File: config.mk
export PLATFORM = sky130hd
export DESIGN_NAME = fm_sb_seq_flat
export DESIGN_NICKNAME = d
export VERILOG_FILES = /design/src/rtl/fm_sb_pkg.sv /design/src/rtl/fm_sb_seq_if.sv /design/src/rtl/fm_sb_seq_out.sv /design/src/rtl/fm_sb_seq.sv /design/src/flat_wrapper.sv
export SDC_FILE = /design/constraint.sdc
export NUM_CORES = 1
export LEC_CHECK = 0
export ABC_AREA = 1
export ABC_CLOCK_PERIOD_IN_PS = 3550
export CORE_MARGIN = 2
export CORE_UTILIZATION = 40
export DETAILED_ROUTE_END_ITERATION = 7
export PLACE_DENSITY = 0.81
export SYNTH_ARGS = -nofsm -noshare
export SYNTH_HDL_FRONTEND = slang
export SYNTH_SLANG_ARGS = --single-unit
export TNS_END_PERCENT = 20
File: constraint.sdc
create_clock -name axi_clk -period 3.55 [get_ports axi_clk]
set_input_delay 0.71 -clock axi_clk [delete_from_list [all_inputs] [get_ports axi_clk]]
set_output_delay 0.71 -clock axi_clk [all_outputs]
set_load 0.05 [all_outputs]
File: src/rtl/fm_sb_pkg.sv
// Shared constants and types for the FM spy-buffer control blocks.
// Holds the buffer/mode sizing plus the freeze/playback sequencer state encoding.
package fm_sb_pkg;

   localparam int sb_mapped_n   = 64;
   localparam int pb_mode_width = 2;

   localparam int SEQ_DLY_W = 16;
   localparam int SEQ_CNT_W = 16;

   typedef enum logic [2:0] {
      SEQ_IDLE      = 3'd0,
      SEQ_ARMED     = 3'd1,
      SEQ_POST_TRIG = 3'd2,
      SEQ_FROZEN    = 3'd3,
      SEQ_PLAYBACK  = 3'd4
   } fm_sb_seq_state_t;

endpackage

File: src/rtl/fm_sb_seq_if.sv
// Control/status bundle between the FM register block (master) and the
// freeze/playback sequencer (slave).
interface fm_sb_seq_if
   import fm_sb_pkg::*;
#(
   parameter int SB_N  = sb_mapped_n,
   parameter int PB_W  = pb_mode_width,
   parameter int DLY_W = SEQ_DLY_W,
   parameter int CNT_W = SEQ_CNT_W
);

   logic             arm;
   logic             trigger;
   logic             unfreeze;
   logic             pb_start;
   logic             pb_stop;
   logic [PB_W-1:0]  pb_mode_req;
   logic [DLY_W-1:0] post_trig_dly;
   logic [SB_N-1:0]  freeze_mask;
   logic [SB_N-1:0]  playback_mask;

   logic [SB_N-1:0]  freeze;
   logic [PB_W-1:0]  playback_mode [SB_N];
   logic [2:0]       state;
   logic             busy;
   logic             frozen_pulse;
   logic [CNT_W-1:0] freeze_count;
   logic             timeout;

   modport master (
      output arm, trigger, unfreeze, pb_start, pb_stop,
             pb_mode_req, post_trig_dly, freeze_mask, playback_mask,
      input  freeze, playback_mode, state, busy, frozen_pulse,
             freeze_count, timeout
   );

   modport slave (
      input  arm, trigger, unfreeze, pb_start, pb_stop,
             pb_mode_req, post_trig_dly, freeze_mask, playback_mask,
      output freeze, playback_mode, state, busy, frozen_pulse,
             freeze_count, timeout
   );

endinterface

File: src/rtl/fm_sb_seq_out.sv
// Registered mask-apply stage: turns state-qualified enables plus the latched
// masks/mode into the per-buffer freeze and playback_mode outputs.
module fm_sb_seq_out
   import fm_sb_pkg::*;
#(
   parameter int SB_N = sb_mapped_n,
   parameter int PB_W = pb_mode_width
) (
   input  logic            axi_clk,
   input  logic            axi_rst,
   input  logic            frz_en,
   input  logic            pb_en,
   input  logic [SB_N-1:0] freeze_mask_l,
   input  logic [SB_N-1:0] playback_mask_l,
   input  logic [PB_W-1:0] mode_l,
   output logic [SB_N-1:0] freeze,
   output logic [PB_W-1:0] playback_mode [SB_N]
);

   always_ff @(posedge axi_clk) begin
      if (axi_rst) begin
         freeze <= '0;
         // NOTE: this array is a bank of output flops, not a RAM, so it is reset like any other output.
         for (int i = 0; i < SB_N; i++) playback_mode[i] <= '0;
      end else begin
         freeze <= frz_en ? ~freeze_mask_l : '0;
         for (int i = 0; i < SB_N; i++)
            playback_mode[i] <= (pb_en && !playback_mask_l[i]) ? mode_l : '0;
      end
   end

endmodule

File: src/rtl/fm_sb_seq.sv
// Trigger-driven freeze/playback sequencer for the spy buffers.
// Define FM_SB_SEQ_TIMEOUT_EN to let ARMED give up after ARM_TIMEOUT cycles.
module fm_sb_seq
   import fm_sb_pkg::*;
#(
   parameter int SB_N  = sb_mapped_n,
   parameter int PB_W  = pb_mode_width,
   parameter int DLY_W = SEQ_DLY_W,
   parameter int CNT_W = SEQ_CNT_W
`ifdef FM_SB_SEQ_TIMEOUT_EN
   ,
   parameter int ARM_TIMEOUT = 1000000
`endif
) (
   input logic        axi_clk,
   input logic        axi_rst,
   fm_sb_seq_if.slave sb
);

   fm_sb_seq_state_t state_q, state_d;

   logic [DLY_W-1:0] dly_l;
   logic [DLY_W-1:0] cnt_q;
   logic [SB_N-1:0]  freeze_mask_l;
   logic [SB_N-1:0]  playback_mask_l;
   logic [PB_W-1:0]  mode_l;
   logic             first_q;
   logic             frozen_pulse_q;
   logic [CNT_W-1:0] freeze_count_q;
   logic             tmo_hit;
   logic             frz_en;
   logic             pb_en;

   // NOTE: state_d gets its default before the case so no path leaves it unassigned (no latch).
   always_comb begin
      state_d = state_q;
      if (sb.unfreeze) begin
         state_d = SEQ_IDLE;
      end else begin
         case (state_q)
            SEQ_IDLE:      if (sb.arm) state_d = SEQ_ARMED;
            SEQ_ARMED: begin
               if (sb.trigger)
                  state_d = (dly_l == '0) ? SEQ_FROZEN : SEQ_POST_TRIG;
               else if (tmo_hit)
                  state_d = SEQ_IDLE;
            end
            SEQ_POST_TRIG: if (cnt_q == DLY_W'(1)) state_d = SEQ_FROZEN;
            SEQ_FROZEN:    if (sb.pb_start) state_d = SEQ_PLAYBACK;
            SEQ_PLAYBACK:  if (sb.pb_stop) state_d = SEQ_FROZEN;
            default:       state_d = SEQ_IDLE;
         endcase
      end
   end

   // Outputs follow the state one edge late, and drop on the same edge that leaves FROZEN/PLAYBACK.
   assign frz_en = (state_q == SEQ_FROZEN || state_q == SEQ_PLAYBACK) &&
                   (state_d == SEQ_FROZEN || state_d == SEQ_PLAYBACK);
   assign pb_en  = (state_q == SEQ_PLAYBACK) && (state_d == SEQ_PLAYBACK);

   // NOTE: all sequential state uses <= so every flop samples pre-edge values.
   always_ff @(posedge axi_clk) begin
      if (axi_rst) begin
         state_q         <= SEQ_IDLE;
         dly_l           <= '0;
         cnt_q           <= '0;
         freeze_mask_l   <= '0;
         playback_mask_l <= '0;
         mode_l          <= '0;
         first_q         <= 1'b0;
         frozen_pulse_q  <= 1'b0;
         freeze_count_q  <= '0;
      end else begin
         state_q <= state_d;
         if (state_q == SEQ_IDLE && state_d == SEQ_ARMED) begin
            dly_l           <= sb.post_trig_dly;
            freeze_mask_l   <= sb.freeze_mask;
            playback_mask_l <= sb.playback_mask;
         end
         if (state_q == SEQ_FROZEN && state_d == SEQ_PLAYBACK)
            mode_l <= sb.pb_mode_req;
         if (state_q == SEQ_ARMED && state_d == SEQ_POST_TRIG)
            cnt_q <= dly_l;
         else if (state_d == SEQ_POST_TRIG)
            cnt_q <= cnt_q - DLY_W'(1);
         // Only a trigger-driven entry counts; returning from PLAYBACK does not.
         first_q        <= (state_d == SEQ_FROZEN) &&
                           (state_q == SEQ_ARMED || state_q == SEQ_POST_TRIG);
         frozen_pulse_q <= first_q && frz_en;
         if (first_q && frz_en && freeze_count_q != '1)
            freeze_count_q <= freeze_count_q + CNT_W'(1);
      end
   end

`ifdef FM_SB_SEQ_TIMEOUT_EN
   localparam int TMO_W = (ARM_TIMEOUT > 2) ? $clog2(ARM_TIMEOUT) : 1;

   logic [TMO_W-1:0] tmo_q;
   logic             timeout_q;

   assign tmo_hit = (state_q == SEQ_ARMED) && (tmo_q == TMO_W'(ARM_TIMEOUT - 1));

   // Counter idles at zero outside ARMED, so it starts from zero on every entry.
   always_ff @(posedge axi_clk) begin
      if (axi_rst) begin
         tmo_q     <= '0;
         timeout_q <= 1'b0;
      end else begin
         timeout_q <= tmo_hit && !sb.trigger && !sb.unfreeze;
         tmo_q     <= (state_q == SEQ_ARMED) ? tmo_q + TMO_W'(1) : '0;
      end
   end

   assign sb.timeout = timeout_q;
`else
   assign tmo_hit    = 1'b0;
   assign sb.timeout = 1'b0;
`endif

   fm_sb_seq_out #(
      .SB_N (SB_N),
      .PB_W (PB_W)
   ) u_out (
      .axi_clk         (axi_clk),
      .axi_rst         (axi_rst),
      .frz_en          (frz_en),
      .pb_en           (pb_en),
      .freeze_mask_l   (freeze_mask_l),
      .playback_mask_l (playback_mask_l),
      .mode_l          (mode_l),
      .freeze          (sb.freeze),
      .playback_mode   (sb.playback_mode)
   );

   assign sb.state        = state_q;
   assign sb.busy         = (state_q != SEQ_IDLE);
   assign sb.frozen_pulse = frozen_pulse_q;
   assign sb.freeze_count = freeze_count_q;

endmodule
File: src/flat_wrapper.sv
// flat-port wrapper written by rule: the top's interface ports become plain ports
module fm_sb_seq_flat import fm_sb_pkg::*;
#(
   parameter int SB_N  = sb_mapped_n,
   parameter int PB_W  = pb_mode_width,
   parameter int DLY_W = SEQ_DLY_W,
   parameter int CNT_W = SEQ_CNT_W

)
  (axi_clk, axi_rst, sb_arm, sb_trigger, sb_unfreeze, sb_pb_start, sb_pb_stop, sb_pb_mode_req, sb_post_trig_dly, sb_freeze_mask, sb_playback_mask, sb_freeze, sb_playback_mode, sb_state, sb_busy, sb_frozen_pulse, sb_freeze_count, sb_timeout);
  fm_sb_seq_if #(.SB_N(SB_N), .PB_W(PB_W), .DLY_W(DLY_W), .CNT_W(CNT_W)) sb_i ();
  input logic axi_clk;
  input logic axi_rst;
  input wire logic [$bits(sb_i.arm)-1:0] sb_arm;
  input wire logic [$bits(sb_i.trigger)-1:0] sb_trigger;
  input wire logic [$bits(sb_i.unfreeze)-1:0] sb_unfreeze;
  input wire logic [$bits(sb_i.pb_start)-1:0] sb_pb_start;
  input wire logic [$bits(sb_i.pb_stop)-1:0] sb_pb_stop;
  input wire logic [$bits(sb_i.pb_mode_req)-1:0] sb_pb_mode_req;
  input wire logic [$bits(sb_i.post_trig_dly)-1:0] sb_post_trig_dly;
  input wire logic [$bits(sb_i.freeze_mask)-1:0] sb_freeze_mask;
  input wire logic [$bits(sb_i.playback_mask)-1:0] sb_playback_mask;
  output wire logic [$bits(sb_i.freeze)-1:0] sb_freeze;
  output wire logic [$bits(sb_i.playback_mode)-1:0] sb_playback_mode;
  output wire logic [$bits(sb_i.state)-1:0] sb_state;
  output wire logic [$bits(sb_i.busy)-1:0] sb_busy;
  output wire logic [$bits(sb_i.frozen_pulse)-1:0] sb_frozen_pulse;
  output wire logic [$bits(sb_i.freeze_count)-1:0] sb_freeze_count;
  output wire logic [$bits(sb_i.timeout)-1:0] sb_timeout;
  assign sb_i.arm = sb_arm;
  assign sb_i.trigger = sb_trigger;
  assign sb_i.unfreeze = sb_unfreeze;
  assign sb_i.pb_start = sb_pb_start;
  assign sb_i.pb_stop = sb_pb_stop;
  assign sb_i.pb_mode_req = sb_pb_mode_req;
  assign sb_i.post_trig_dly = sb_post_trig_dly;
  assign sb_i.freeze_mask = sb_freeze_mask;
  assign sb_i.playback_mask = sb_playback_mask;
  assign sb_freeze = sb_i.freeze;
  assign sb_playback_mode = {>>{sb_i.playback_mode}};
  assign sb_state = sb_i.state;
  assign sb_busy = sb_i.busy;
  assign sb_frozen_pulse = sb_i.frozen_pulse;
  assign sb_freeze_count = sb_i.freeze_count;
  assign sb_timeout = sb_i.timeout;
  fm_sb_seq #(.SB_N(SB_N), .PB_W(PB_W), .DLY_W(DLY_W), .CNT_W(CNT_W)) u_core (.axi_clk(axi_clk), .axi_rst(axi_rst), .sb(sb_i));
endmodule
# After elaboration in Yosys (flattened, before gate mapping)
# Cells that the tools add are included.
# classes
div,0
n_shift,0
magnitude_cmp,0
mux,10
mul,0
n_reduce_logical,208
n_eq_ne,10
addsub,2
bitwise_logic,66
# op_table
cell,n
2-bit OR reduction,65
1-bit logical AND,72
1-bit NOT,65
1-bit logical NOT,64
64-bit NOT,1
16-bit two-way mux,2
3-bit two-way mux,6
"16-bit by 1-bit adder with 16-bit output, second input constant",1
"16-bit by 1-bit equality test with 1-bit output, second input constant",1
16-bit logical NOT,1
"16-bit inequality test, second input constant",1
"16-bit by 1-bit subtractor with 16-bit output, second input constant",1
3-bit one-hot mux with 5 select lines,1
"3-bit by 2-bit equality test with 1-bit output, second input constant",4
"3-bit by 1-bit equality test with 1-bit output, second input constant",2
"3-bit equality test, second input constant",2
3-bit logical NOT,1
1-bit logical OR,3
3-bit nonzero test,1
2-bit nonzero test,1
1-bit two-way mux,1
# totals
mem_bits_rw,0
wordCells,370
regBits,375
romBits,0
latch_bits,0
input_bits,153
memories,0

# Longest topological paths before layout
# Gate-level depths: netlist of run 1.
# depth
depth_word,10
ltp_mapped,15
mapped_depth_nobuf,14

# By module
# A second synthesis of run 1 with hierarchy kept.
# hier_totals
cells_unflattened,1559
hier_area_um2,13205.2
# by_module_without_submodules
module,cells_each,n_inst,area_each_um2
fm_sb_seq,1011,1,7579.8
fm_sb_seq_out,548,1,5625.4

# Worst setup path before layout of run 1
# Ideal clock, no wire load.
# synth_timing
path_type,register -> register
startpoint,register u_core.state_q[1] (netlist: u_core.sb.state[1])
endpoint,register u_core.dly_l[15]
arrival_time_ns,1.995
required_ns,3.422
path_slack_ns,1.427
stages_incl_launch_ff,12
path_buffers,2
cell_sequence,dfxtp_1 inv_1 nand2_1 nor2_2 nand2_1 nand3_1 nor2_1 nand2_4 nand3_4 buf_2 clkbuf_1 a21oi_1
# synth_via
elab_chain_len,5
elab_cells_between_ends,14
classes_between,eq/ne (5); mux (7); reduce/logical (2)
# synth_rtl
item,line_no,rtl
from (decl),fm_sb_seq.sv:20,"fm_sb_seq_state_t state_q, state_d;"
from (signal assigned),fm_sb_seq.sv:74,state_q <= state_d;
"3-bit equality test, or another cell as far along",fm_sb_seq.sv:40,case (state_q)
3-bit one-hot mux with 5 select lines,fm_sb_seq.sv:40,
3-bit two-way mux,fm_sb_seq.sv:37,if (sb.unfreeze) begin
3-bit by 1-bit equality test with 1-bit output,fm_sb_seq.sv:75,if (state_q == SEQ_IDLE && state_d == SEQ_ARMED) begin
1-bit logical AND *,fm_sb_seq.sv:75,
to (signal assigned),fm_sb_seq.sv:76,dly_l <= sb.post_trig_dly;
to (decl),fm_sb_seq.sv:22,logic [DLY_W-1:0] dly_l;
# Every way passes the cells marked *; elsewhere a longest branch is shown, timed or not.
# A chain may end at the register's enable or synchronous reset.

# Worst setup path after layout of run 1
# layout_timing
startpoint,register u_core.state_q[0] (netlist: u_core.sb.state[0])
endpoint,output port sb_busy
# layout_via
elab_chain_len,1
# layout_rtl
item,line_no,rtl
3-bit nonzero test,fm_sb_seq.sv:136,assign sb.busy = (state_q != SEQ_IDLE);
to (decl),flat_wrapper.sv:26,output wire logic [$bits(sb_i.busy)-1:0] sb_busy;
# Every way passes these cells.

==> metrics.md, run 1 <==
| Metric | Value |
|---|---|
| # placed instances | `2129` |
| Crit-path max FO | `4` |
| Io pins | `367` |
| Met1 WL | `13600 um` |
| RSZ-0062 raised after global routing | `false` |
| Worst path top cell family by delay | `buffers and inverters` |
| Post-synth top area cell | `dfxtp_1` |
| Port Buffer Count | `365` |
| Critical path's largest stage delay | `0.80 ns` |
| CP Capture Type | `output port` |
| Area Overhead vs Synth | `40.8%` |
| DRT antenna net count | `0` |
| Hold Path End | `u_core.u_out.freeze[54]` |
| Placer Congestion | `0.889` |
| Number of synthesized flops with an enable pin | `0` |
| Initial antenna violation count | `4` |
| Startpoint class of the critical path | `flip-flop` |
| Cell Pwr Density | `510 mW/mm2` |
| Min Hold Slack | `0.409 ns` |
| Num CTS Buffers | `39` |
| Syn avg cell area | `8.93 um2` |
| Status | `finished clean` |
| Global Route Usage Sum | `19.6%` |
| CTS root buf | `clkbuf_16` |
| Yosys warnings | `0` |
| CTS Hold Buffers Added | `0` |
| CTS sink count | `375` |
| CP Buf/Inv Count | `3` |
| DRT iter0 DRCs | `567` |
| Highest routed layer | `met5` |
| Kind of critical path | `reg2out` |
| Fill count | `2634` |
| Clock transition at path regs | `0.06 ns` |
| Synth Register Bits | `375` |
| Non-filler cells, final | `2201` |
| Max-slew headroom | `20.7%` |
| Worst path required time | `2.84 ns` |
| Vias in the first global route | `10400` |
| First drt pass iteration count | `5` |
| Global-route wire length before repair | `53100 um` |
| HPWL Detailed | `23500 um` |
| Reg2reg path depth | `11` |
| Worst min-delay path category | `reg2reg` |
| Syn nets | `1596` |
| Ranking of synthesized cells by area | `dfxtp_1 (58%), o21ai_0 (6.8%), a21oi_1 (6.2%)` |
| Ys flop type | `dfxtp_1` |
| CP max-delay cell | `clkdlybuf4s50_1` |
| HP Start | `u_core.freeze_mask_l[54]` |
| Setup bufs post-CTS | `0` |
| Period utilization | `77.4%` |
| Critical Path AT | `2.04 ns` |
| Starting Density | `40.6%` |
| Core area | `0.0316 mm2` |
| Max_cap viols | `0` |
| Hold Path Depth | `1` |
| WL/cell | `15.4 um` |
| Remaining DRCs | `0` |
| Vias per cell | `4.87` |
| Post-CTS sizing | `0` |
| Post-route minimum period | `2.75 ns` |
| Die Y | `183 um` |
| Largest net degree at the start of global routing | `166` |
| R2r startpoint | `u_core.sb.state[0]` |
| Peak supply drop | `0.296 mV` |
| Endpoints failing hold | `0` |
| Commonest non-fill, non-tap cells in the layout | `dfxtp_1 (375), clkdlybuf4s50_1 (365), inv_1 (194), o21ai_0 (174), a21oi_1 (160)` |
| Share of the synthesized area in the top cell type | `58.4%` |
| Overflow after GRT | `0` |
| Final setup viols | `0` |
| Most common cell after layout, fill and taps aside | `dfxtp_1` |
| Die Width | `183 um` |
| Die ar. | `0.0336 mm2` |
| Async SR Flop Fraction | `0%` |
| Worst path cell trace | `inv_2 -> nand2_1 -> nor2_2 -> inv_1 -> clkdlybuf4s50_1` |
| Reg-to-reg critical path endpoint | `u_core.u_out.freeze[47]` |
| Syn Inst Count | `1440` |
| Post-Route WL | `34000 um` |
| Peak Freq | `364 MHz` |
| CTS H-tree depth | `2` |
| Share of layout cells above drive strength 1 | `8.07%` |
| Leak | `0.00678 uW` |
| Max Slew Vio Count | `0` |
| R2r setup slk | `0.84 ns` |
| # rows | `65` |
| Post-synthesis sequential area ratio | `58.4%` |
| Setup Total Neg Slack | `0 ns` |
| Vias | `10700` |
| Worst-case clock buffer depth | `3` |
| WL met3 | `2080 um` |
| Final Net Count | `1924` |
| Clk Latency, worst-skew pair | `0.52 ns` |
| Synthesized cell area | `0.0129 mm2` |
| Worst-margin pin slew | `1.19 ns` |
| Unique masters post-synth | `38` |
| Met2 routed WL | `16900 um` |
| CTS tree | `done` |
| Worst Clk Skew | `0.0215 ns` |
report_power, final:
part,internal (uW),total [uW],switching (uW)
logic,282,571,289
registers,4350,4480,123
clock network,2560,4180,1610
worst max-delay path by stage:
stage	start	end	slack, ns	cells past startpoint
6_report	u_core.sb.state[0]	sb_busy	0.80	5
5_1_grt	u_core.sb.state[0]	u_core.sb.freeze_count[2]	0.55	11
4_1_cts	u_core.sb.state[0]	sb_busy	0.77	5
3_3_place_gp	sb_pb_start	u_core.playback_mask_l[53]	0.73	10
3_5_place_dp	sb_pb_start	u_core.playback_mask_l[47]	0.68	10
2_1_floorplan	u_core.sb.state[1]	u_core.dly_l[15]	1.43	11
kinds of logic (layout without fill, tap and decap cells):
logic type / count (synthesis) / after routing / synth area share, %
other cells: 1 / 4 / 0.0292
flops: 375 / 375 / 58.4
simple gates: 405 / 405 / 17.0
xor+xnor: 8 / 8 / 0.545
compound gates: 351 / 351 / 13.9
fa+ha+maj: 3 / 3 / 0.292
buf+inv: 297 / 653 / 9.74
Yosys cell counts, types with 7 or more instances:
cell      number
a21oi_1      160
a31oi_1        8
buf_2         32
clkbuf_1      51
dfxtp_1      375
inv_1        196
nand2_1       99
nand3_1       10
nand4_1       23
nor2_1        76
nor2_4        50
nor3_1       135
o21ai_0      174
xor2_1         7
area by class of cell:
class,count,area (um2),share of cell area [%]
Tap cell,402,503,2.78
Clock buffer,54,1110,6.15
Multi-Input combinational cell,768,4120,22.8
Inverter,202,761,4.20
Antenna cell,3,7.51,0.0415
Timing Repair Buffer,382,3870,21.4
Clock inverter,15,219,1.21
Sequential cell,375,7510,41.5
per-stage QoR:
step	area (um2)	power (uW)	util [%]	worst slack, ns
final	18100	9230	57.2	0.801
after floorplan	12900	4860	-	1.43
after global routing	18100	9610	57.2	0.553
after CTS	18100	9320	57.2	0.772
after detailed placement	16800	5130	53.0	0.680
after global placement	16800	5110	53.0	0.725
registers in the layout (all words and copies together), names as in the netlist, 2 cells and up:
signal	cells
u_core.cnt_q	16
u_core.dly_l	16
u_core.freeze_mask_l	64
u_core.mode_l	2
u_core.playback_mask_l	64
u_core.sb.freeze_count	16
u_core.sb.state	3
u_core.u_out.freeze	64
u_core.u_out.playback_mode	128
metal layers:
layer	GRT usage (%)	up-vias
met3	4.17	98
met4	8.77	2
met1	23.2	4915
met5	0	-
li1	-	5317
met2	34.3	388
Note: power is estimated with default switching activity, not from simulation.
==> run 2, diff against run 1 <==
--- a/config.mk
+++ b/config.mk
@@ -6,11 +6,11 @@
 export NUM_CORES = 1
 export LEC_CHECK = 0
 export ABC_AREA = 1
-export ABC_CLOCK_PERIOD_IN_PS = 3550
+export ABC_CLOCK_PERIOD_IN_PS = 2400
 export CORE_MARGIN = 2
 export CORE_UTILIZATION = 40
 export DETAILED_ROUTE_END_ITERATION = 7
-export PLACE_DENSITY = 0.81
+export PLACE_DENSITY = 0.84
 export SYNTH_ARGS = -nofsm -noshare
 export SYNTH_HDL_FRONTEND = slang
 export SYNTH_SLANG_ARGS = --single-unit
==> constraint.sdc (replaced) <==
create_clock -name axi_clk -period 2.4 [get_ports axi_clk]
set_input_delay 0.48 -clock axi_clk [delete_from_list [all_inputs] [get_ports axi_clk]]
set_output_delay 0.48 -clock axi_clk [all_outputs]
set_load 0.05 [all_outputs]
==> run 2 against run 1 <==
Against the previous run:
- count of clock-buffer cells in the layout decreased by 1
- total power grew 48%
- critical endpoint is now sb_freeze_count[7]
- utilization increased by 1.2 points
- non-clock buffer count grew 37
==> metrics.md, run 2 (synthesis gave the netlist of run 1 again) <==
| Metric | Value |
|---|---|
| Setup bufs post-CTS | `0 (unchanged)` |
| Critical Path AT | `1.85 ns (was 2.04 ns)` |
| HPWL Detailed | `25600 um (was 23500 um)` |
| Final setup margin | `0.0739 ns (was 0.801 ns)` |
| HP Start | `u_core.freeze_mask_l[58] (was u_core.freeze_mask_l[54])` |
| Worst path top cell family by delay | `buffers and inverters (unchanged)` |
| Overflow after GRT | `0 (unchanged)` |
| Post-Route WL | `35800 um (was 34000 um)` |
| Worst path cell trace | `clkdlybuf4s50_1 (was inv_2 -> nand2_1 -> nor2_2 -> inv_1 -> clkdlybuf4s50_1)` |
| Initial antenna violation count | `1 (was 4)` |
| Max reg flops | `128 (unchanged)` |
| Clk Latency, worst-skew pair | `0.52 ns (about the same)` |
| Most common cell after layout, fill and taps aside | `dfxtp_1 (unchanged)` |
| Peak supply drop | `0.492 mV (was 0.296 mV)` |
| Cell Pwr Density | `736 mW/mm2 (was 510 mW/mm2)` |
| Placement Setup Slack | `0.0218 ns (was 0.680 ns)` |
| Reg2reg path depth | `10 (was 11)` |
| Non-filler cells, final | `2233 (was 2201)` |
| Share of layout cells above drive strength 1 | `9.89% (was 8.07%)` |
| RSZ-0062 raised after global routing | `false (unchanged)` |
| Status | `finished clean (unchanged)` |
| Final setup viols | `0 (unchanged)` |
| CTS H-tree depth | `2 (unchanged)` |
| Peak Freq | `430 MHz` |
| Vias | `11000 (was 10700)` |
| Critical path's largest stage delay | `0.87 ns (was 0.80 ns)` |
| Die ar. | `0.0336 mm2 (unchanged)` |
| CP Buf/Inv Count | `1 (was 3)` |
| Hold Path Depth | `1 (unchanged)` |
| Global-route wire length before repair | `55800 um (was 53100 um)` |
| DRT antenna net count | `0 (unchanged)` |
| Hold Path End | `u_core.u_out.freeze[58] (was u_core.u_out.freeze[54])` |
| Worst Clk Skew | `0.0178 ns (was 0.0215 ns)` |
| Reg-to-reg critical path endpoint | `u_core.u_out.playback_mode[49] (was u_core.u_out.freeze[47])` |
| First drt pass iteration count | `5 (unchanged)` |
| Remaining DRCs | `0 (unchanged)` |
| Post-route minimum period | `2.33 ns` |
| Starting Density | `40.6% (unchanged)` |
| Max_cap viols | `0 (unchanged)` |
| Post-CTS sizing | `1 (was 0)` |
| Period utilization | `96.9%` |
| Largest net degree at the start of global routing | `78 (was 166)` |
| Worst-case clock buffer depth | `3 (unchanged)` |
| CTS Hold Buffers Added | `0 (unchanged)` |
| CTS sink count | `375 (unchanged)` |
| Fill count | `2564 (was 2634)` |
| Top reg by flops | `u_core.u_out.playback_mode (unchanged)` |
| WL/cell | `16.0 um (was 15.4 um)` |
| Clock transition at path regs | `0.06 ns (about the same)` |
| Final Net Count | `1960 (was 1924)` |
| # rows | `65 (unchanged)` |
| Vias in the first global route | `10900 (was 10400)` |
| Setup Total Neg Slack | `0 ns (unchanged)` |
| Global Route Usage Sum | `20.7% (was 19.6%)` |
| DRT iter0 DRCs | `554 (was 567)` |
| Kind of critical path | `reg2out (unchanged)` |
| Endpoints failing hold | `0 (unchanged)` |
| Core area | `0.0316 mm2 (unchanged)` |
| Port Buffer Count | `365 (unchanged)` |
| Max-slew headroom | `57.4% (was 20.7%)` |
| R2r startpoint | `u_core.sb.state[2] (was u_core.sb.state[0])` |
| Num CTS Buffers | `38 (was 39)` |
| # placed instances | `2166 (was 2129)` |
| Io pins | `367 (unchanged)` |
| Crit-path max FO | `7 (was 4)` |
| Placer Congestion | `0.920 (was 0.889)` |
| CTS root buf | `clkbuf_16 (unchanged)` |
| Worst path required time | `1.92 ns (was 2.84 ns)` |
| Startpoint class of the critical path | `flip-flop (unchanged)` |
| CTS tree | `done (unchanged)` |
| Die Y | `183 um (unchanged)` |
| Worst min-delay path category | `reg2reg (unchanged)` |
| CP max-delay cell | `clkdlybuf4s50_1 (unchanged)` |
| Leak | `0.00700 uW (was 0.00678 uW)` |
| Vias per cell | `4.91 (was 4.87)` |
| Area Overhead vs Synth | `43.8% (was 40.8%)` |
| R2r setup slk | `0.26 ns (was 0.84 ns)` |
| CP Capture Type | `output port (unchanged)` |
| Die Width | `183 um (unchanged)` |
| Worst-margin pin slew | `0.638 ns (was 1.19 ns)` |
| Commonest non-fill, non-tap cells in the layout | `dfxtp_1 (375), clkdlybuf4s50_1 (362), inv_1 (194), o21ai_0 (174), a21oi_1 (160) (was dfxtp_1 (375), clkdlybuf4s50_1 (365), inv_1 (194), o21ai_0 (174), a21oi_1 (160))` |
| Max Slew Vio Count | `0 (unchanged)` |
run 2: cell count changes in the layout (fill, tap and decap cells not counted):
cell	delta
diode_2	-2
clkinv_8	+1
buf_12	+12
buf_4	+27
dlygate4sd2_1	+1
clkbuf_16	-1
clkdlybuf4s50_1	-3
inv_6	-1
clkinv_2	-2
run 2: cell type report:
type                       count  area, um2  share of cell area [%]
timing repair buffer         419       4290                    23.2
clock buffer                  53       1090                    5.89
inverter                     202        761                    4.11
multi-input combinational    768       4120                    22.3
antenna                        1       2.50                  0.0135
clock inverter                13        216                    1.17
sequential                   375       7510                    40.6
tap                          402        503                    2.72
run 2: power by group:
group / leakage, uW / switching, uW / internal [uW]
Clock: 0.000642 / 2360 / 3720
Combinational: 0.00331 / 448 / 461
Sequential: 0.00305 / 188 / 6440
run 2: how the worst max path moves through the flow:
| stage | from | to | cells past startpoint | slack, ns |
|---|---|---|---|---|
| after floorplan | u_core.sb.state[1] | u_core.dly_l[15] | 11 | 0.28 |
| after global placement | sb_pb_stop | u_core.u_out.playback_mode[49] | 7 | 0.09 |
| after detailed placement | sb_pb_stop | u_core.u_out.playback_mode[49] | 7 | 0.02 |
| after CTS | u_core.sb.freeze_count[7] | sb_freeze_count[7] | 1 | 0.06 |
| after global routing | u_core.sb.state[1] | sb_busy | 5 | 0.01 |
| final | u_core.sb.freeze_count[7] | sb_freeze_count[7] | 1 | 0.07 |
run 2: routing by layer:
| layer | vias to the layer above | GRT usage [%] | part of all wire, % |
|---|---|---|---|
| met4 | 0 | 9.54 | 4.3 |
| met3 | 96 | 5.12 | 6.7 |
| met1 | 5082 | 23.4 | 39 |
| li1 | 5379 | - | - |
| met2 | 404 | 36.8 | 50 |
| met5 | - | 0 | 0 |
run 2: through the flow:
step / instance area (um2) / total power, uW / utilization [%] / hold WS, ns
global placement: 17200 / 7610 / 54.3 / 0.404
CTS: 18500 / 13700 / 58.4 / 0.411
floorplan: 12900 / 7190 / - / 0.393
finish: 18500 / 13600 / 58.4 / 0.408
global route: 18500 / 14100 / 58.4 / 0.423
detailed placement: 17200 / 7650 / 54.3 / 0.403
